[config.mk]
export PLATFORM = sky130hd
export DESIGN_NAME = fetch_unit
export DESIGN_NICKNAME = d
export VERILOG_FILES = /design/src/rtl/fetch_pkg.sv /design/src/rtl/fetch_fifo.sv /design/src/rtl/fetch_unit.sv
export SDC_FILE = /design/constraint.sdc
export NUM_CORES = 1
export LEC_CHECK = 0
export CORE_UTILIZATION = 50
export DETAILED_ROUTE_END_ITERATION = 7
export PLACE_DENSITY_LB_ADDON = 0.05
export SLEW_MARGIN = 40
export SYNTH_ARGS = -nofsm -noshare
export SYNTH_HDL_FRONTEND = slang
export SYNTH_SLANG_ARGS = --single-unit
export TNS_END_PERCENT = 50
[constraint.sdc]
create_clock -name clk -period 4.69 [get_ports clk]
set_input_delay 0.469 -clock clk [delete_from_list [all_inputs] [get_ports clk]]
set_output_delay 0.469 -clock clk [all_outputs]
set_load 0.05 [all_outputs]
[src/rtl/fetch_pkg.sv]
// Shared types and helpers for the instruction-fetch front end.
// Consumed by fetch_unit and fetch_fifo; FETCH_BYPASS_EN is handled in fetch_unit.
package fetch_pkg;

  localparam int INST_W       = 32;
  localparam int INST_BYTES   = 4;
  localparam int XLEN_DEFAULT = 32;

  typedef struct packed {
    logic [INST_W-1:0]       inst;
    logic [XLEN_DEFAULT-1:0] pc;
  } fetch_entry_t;

  // Fetch addresses are always word aligned; callers narrow to their XLEN.
  function automatic logic [63:0] align_pc(input logic [63:0] pc);
    return {pc[63:2], 2'b00};
  endfunction

endpackage

[src/rtl/fetch_fifo.sv]
// DEPTH-entry synchronous instruction queue; flush outranks push and pop.
module fetch_fifo
  import fetch_pkg::*;
#(
  parameter int  DEPTH   = 4,
  parameter type entry_t = fetch_entry_t,
  localparam int CW      = $clog2(DEPTH) + 1,
  localparam int AW      = $clog2(DEPTH)
) (
  input  logic          clk,
  input  logic          rst,
  input  logic          flush,
  input  logic          push,
  input  logic          pop,
  input  entry_t        push_entry,
  output logic [CW-1:0] count,
  output logic          empty,
  output logic          full,
  output entry_t        head
);

  logic [AW-1:0] rd_ptr;
  logic [AW-1:0] wr_ptr;
  logic          do_push;
  logic          do_pop;
  entry_t        slots [DEPTH];

  assign empty   = (count == '0);
  assign full    = (count == CW'(DEPTH));
  assign do_push = push && !full && !flush;
  assign do_pop  = pop && !empty && !flush;
  assign head    = slots[rd_ptr];

  // Pointers wrap naturally because DEPTH is a power of two.
  always_ff @(posedge clk or negedge rst) begin
    if (!rst) begin
      rd_ptr <= '0;
      wr_ptr <= '0;
      count  <= '0;
    end else if (flush) begin
      rd_ptr <= '0;
      wr_ptr <= '0;
      count  <= '0;
    end else begin
      if (do_push) wr_ptr <= wr_ptr + AW'(1);
      if (do_pop)  rd_ptr <= rd_ptr + AW'(1);
      count <= count + CW'(do_push) - CW'(do_pop);
    end
  end

  always_ff @(posedge clk) begin
    if (do_push) slots[wr_ptr] <= push_entry;
  end

endmodule

[src/rtl/fetch_unit.sv]
// Decoupled instruction-fetch front end: credit-limited in-order requests,
// instruction queue, redirect flush. Define FETCH_BYPASS_EN for the zero-latency hit path.
module fetch_unit
  import fetch_pkg::*;
#(
  parameter int              XLEN     = 32,
  parameter int              DEPTH    = 4,
  parameter logic [XLEN-1:0] RESET_PC = '0
) (
  input  logic              clk,
  input  logic              rst,
  output logic              imem_req_valid,
  input  logic              imem_req_ready,
  output logic [XLEN-1:0]   imem_req_addr,
  input  logic              imem_rsp_valid,
  input  logic [INST_W-1:0] imem_rsp_data,
  input  logic              redirect_valid,
  input  logic [XLEN-1:0]   redirect_pc,
  output logic              inst_valid,
  input  logic              inst_ready,
  output logic [INST_W-1:0] inst,
  output logic [XLEN-1:0]   inst_pc
);

  localparam int CW = $clog2(DEPTH) + 1;

  typedef struct packed {
    logic [INST_W-1:0] inst;
    logic [XLEN-1:0]   pc;
  } entry_t;

  logic [XLEN-1:0] fetch_pc;
  logic [XLEN-1:0] rsp_pc;
  logic [XLEN-1:0] redirect_aligned;
  logic [CW-1:0]   outstanding;
  logic [CW-1:0]   discard;
  logic [CW-1:0]   count;
  logic [CW+1:0]   credit_used;
  logic            req_fire;
  logic            rsp_accept;
  logic            rsp_drop;
  logic            bypass;
  logic            push;
  logic            pop;
  logic            empty;
  logic            full;
  entry_t          head;
  entry_t          push_entry;

  // Handshakes: a transfer happens on a cycle where valid && ready; once valid
  // is raised its payload is held until accepted (only a redirect withdraws it).
  assign redirect_aligned = XLEN'(align_pc(64'(redirect_pc)));
  assign credit_used      = (CW+2)'(count) + (CW+2)'(outstanding) + (CW+2)'(discard);
  assign imem_req_valid   = rst && !redirect_valid && (credit_used < (CW+2)'(DEPTH));
  assign imem_req_addr    = fetch_pc;
  assign req_fire         = imem_req_valid && imem_req_ready;

  assign rsp_drop   = imem_rsp_valid && (discard != '0);
  assign rsp_accept = imem_rsp_valid && (discard == '0) && !redirect_valid;

`ifdef FETCH_BYPASS_EN
  assign bypass = rsp_accept && empty && inst_ready;
`else
  assign bypass = 1'b0;
`endif

  assign push            = rsp_accept && !bypass;
  assign pop             = !empty && inst_ready && !redirect_valid;
  assign push_entry.inst = imem_rsp_data;
  assign push_entry.pc   = rsp_pc;

  assign inst_valid = !empty || bypass;
  assign inst       = bypass ? imem_rsp_data : (empty ? '0 : head.inst);
  assign inst_pc    = bypass ? rsp_pc        : (empty ? '0 : head.pc);

  fetch_fifo #(
    .DEPTH   (DEPTH),
    .entry_t (entry_t)
  ) u_fifo (
    .clk        (clk),
    .rst        (rst),
    .flush      (redirect_valid),
    .push       (push),
    .pop        (pop),
    .push_entry (push_entry),
    .count      (count),
    .empty      (empty),
    .full       (full),
    .head       (head)
  );

  always_ff @(posedge clk or negedge rst) begin
    if (!rst) begin
      fetch_pc    <= RESET_PC;
      rsp_pc      <= RESET_PC;
      outstanding <= '0;
      discard     <= '0;
    end else if (redirect_valid) begin
      // Every in-flight response becomes stale, including one landing now.
      fetch_pc    <= redirect_aligned;
      rsp_pc      <= redirect_aligned;
      discard     <= discard + outstanding - CW'(imem_rsp_valid);
      outstanding <= '0;
    end else begin
      if (req_fire)   fetch_pc <= fetch_pc + XLEN'(INST_BYTES);
      if (rsp_accept) rsp_pc   <= rsp_pc + XLEN'(INST_BYTES);
      if (rsp_drop)   discard  <= discard - CW'(1);
      outstanding <= outstanding + CW'(req_fire) - CW'(rsp_accept);
    end
  end

  a_no_push_when_full: assert property (@(posedge clk) disable iff (!rst) !(push && full));

endmodule

==> metrics.cfg <==
[pwr]
fin_total_pwr_w = 0.009606
p_per_area_nw_per_um2 = 564.2
ir_drop_v = 0.0002625
leakagePower_nw = 5.825

[timing]
skew_ns = 0.01669
hold_violations = 0
max_slew_margin_pct = 50.66
setup_ws_ns = 0.6423
max_freq_mhz = 247.1
whs_ns = 0.3691
rsz0062_at_grt = no
post-route-period-util_pct = 86.31
fin_crit_ns = 4.048
drv_slew = 0
finalSetupViolations = 0
worst_pin_slew_ns = 0.7390
fin_setup_tns_ns = 0

[synthesis]
yosysTopAreaCellShare_pct = 53.56
yosys-top-cells-count = edfxtp_1 (248), dfrtp_1 (73), and2_1 (68)
synth_compound_area_share_pct = 3.663
synth-simple-area-share_pct = 10.39
yosys.cell_count.top_type = edfxtp_1
syn_avg_cell_area_sq_um = 16.17
async_flop_share_pct = 22.74
ys_ff_latch = 321
synthCells = 860
syn-cell-area_sq_um = 13900
post_synth_xor_area_fraction_pct = 3.024
synth_top_cell_by_area = edfxtp_1
synth_edf_count = 248
synth_cell_types = 62
synth_flop_cell = edfxtp_1
synth_area_leaders = edfxtp_1 (54%), dfrtp_1 (13%), mux4_2 (10%), and2_1 (3.1%), xor2_1 (1.8%)
synth_top_family_by_area = multiplexers
synth_mux_area_share_pct = 11.56
yosysWarningCount = 0
ys_seq_area_share_pct = 66.70
yosys.area_share.adder_pct = 2.484

[route]
antenna_left = 0
via_count = 7800
vias_per_cell = 5.455
wl_mm = 27.60
drt_iter0_markers = 545
drc = 0
wire_per_inst_microns = 19.30
first_pass_iters = 5

[clocking]
clk_latency_ns = 0.50
clk_pin_slew_worst_paths_ns = 0.06
cts.htree.levels = 2
postCtsSetupRepairBufs = 0
cts_tree = yes
cts.sinks = 321
clockRootBuffer = clkbuf_16
clk_path_buf_depth = 3
cts_made_buffers = 34

[placed_design]
place_congestion = 0.7922
numPortBuffers = 161
dpl.hpwl_mm = 17.53
place_ws_ns = 0.8644

[setup_path]
r2r-start = outstanding[1]
endpoint_kind = output port
arrival_ns = 3.58
required_ns = 4.22
path_class = reg2out
path_max_fanout = 3
cp_common_cell = nor2_1
worstSetupStartpointType = flip-flop
rr_endpoint = outstanding[2]
worst-r2r-cell-count = 15
slowest_delay_ns = 0.82
rrSetupSlack_ns = 0.83
crit_chain = inv_1, fa_1, nor2_1, fa_1, nor2_1, o211ai_1, nor2_1, clkdlybuf4s50_1
critPathSlowestCell = clkdlybuf4s50_1

[global_route]
grt_pass1_wl_mm = 43.68
antenna_found_initial = 0
globalRouteOverflowTotal = 0
grt_pass1_vias = 7906
grt_use_total_pct = 19.98
grt_max_degree = 64

[floorplan]
rows = 60
dieArea_sq_um = 28480
fp.dieW_microns = 168.8
ios = 168
dieHeight_microns = 168.8
initial_core_util_pct = 51.30
coreArea_sq_um = 27100

[outcome]
status = complete, no violations

[layout]
drive_gt1_share_pct = 15.78
final_nets = 1127
area_growth_pct = 22.47
final_core_util_pct = 62.83
antennaDiodeCount = 0

[flow_run]
cap_violations = 0

[hold_path]
hold_path_class = in2async

## critical path, delay by kind of cell (launching register included)
kind	cells	cell delay, ns
flops	1	0.42
simple gates	3	0.50
fa+ha+maj	2	1.09
compound gates	1	0.14
buf+inv	2	0.92
## timing repair
action | 4_1_cts | 5_1_grt
hold buffers | 1 | 0
hold endpoints to repair | 10 | 0
gates resized for setup | 0 | 0
## routing by layer
layer	routed length [microns]	track usage, %
met4	407	4.506
met2	13210	32.50
met1	12470	28.40
met3	1511	3.414
met5	0	0
## per-stage QoR
step           instance area [sq um]  cells
2_1_floorplan                  13910    863
4_1_cts                        17020   1430
6_report                       17030   1430
3_3_place_gp                   15930   1368
3_5_place_dp                   15950   1368
5_1_grt                        17030   1430
## sequential cells by signal (all words and copies together), names as in the netlist
register       cells
discard            3
imem_req_addr     30
outstanding        3
rsp_pc            30
u_fifo.count       3
u_fifo.rd_ptr      2
u_fifo.slots     248
u_fifo.wr_ptr      2
## layout by cell type, fill, tap and decap left out, types with 3 or more instances in the layout
cell             count
a21oi_1              6
o21ai_1             18
ha_1                18
nor2b_1              3
buf_4               11
edfxtp_1           248
or3_1                3
nand3_1             29
and3_1              13
o211ai_1            11
nor2_1              18
nor4_1               3
dfrtp_1             71
nand4_1             21
mux4_2              62
o21ai_0              7
and2_2               4
clkbuf_1             6
and2_1              64
conb_1               4
clkinv_2             6
clkinv_1             8
xor2_1              28
mux2_2              17
a21boi_1             3
xnor2_1             20
and4_1              11
nand2b_1             4
clkdlybuf4s50_1    159
nand2_1             48
fa_1                 6
clkbuf_16           36
o311ai_1             4
nor3_1              10
inv_1               23
buf_12               3
## layout make-up
class                      count  area [sq um]
clock buffer                  42         923.4
multi-input combinational    475          4358
sequential                   321          9281
fill                        1992         10070
tap                          372         465.4
clock inverter                19         145.1
timing repair buffer         176          1760
inverter                      25         93.84
## worst max path at each step
stage                    from              to  slack (ns)  cells after the start
6_report       outstanding[1]  imem_req_valid        0.64                      8
3_3_place_gp   outstanding[1]  outstanding[2]        0.93                     15
4_1_cts        outstanding[1]  imem_req_valid        0.62                      8
2_1_floorplan  outstanding[1]  outstanding[2]        1.09                     16
3_5_place_dp   outstanding[1]  outstanding[2]        0.86                     15
5_1_grt        outstanding[1]  imem_req_valid        0.41                      8
## where the power goes
part / switching [W] / total (W) / leakage [nW] / internal, W
Sequential: 0.000250 / 0.00351 / 3.12 / 0.00326
Clock: 0.00104 / 0.00255 / 0.524 / 0.00151
Combinational: 0.00218 / 0.00355 / 2.18 / 0.00136
Total: 0.00347 / 0.00961 / 5.82 / 0.00614
## logic make-up (layout without fill, tap and decap cells)
family                   after synthesis  after routing
AO/OA/AOI/OAI                         72             72
XOR/XNOR                              48             48
adder cells (fa/ha/maj)               24             24
buffers and inverters                 67            262
flip-flops                           321            321
multiplexers                          81             81
other                                  1              4
AND/OR/NAND/NOR                      246            246
Note: power is estimated with default switching activity, not from simulation.
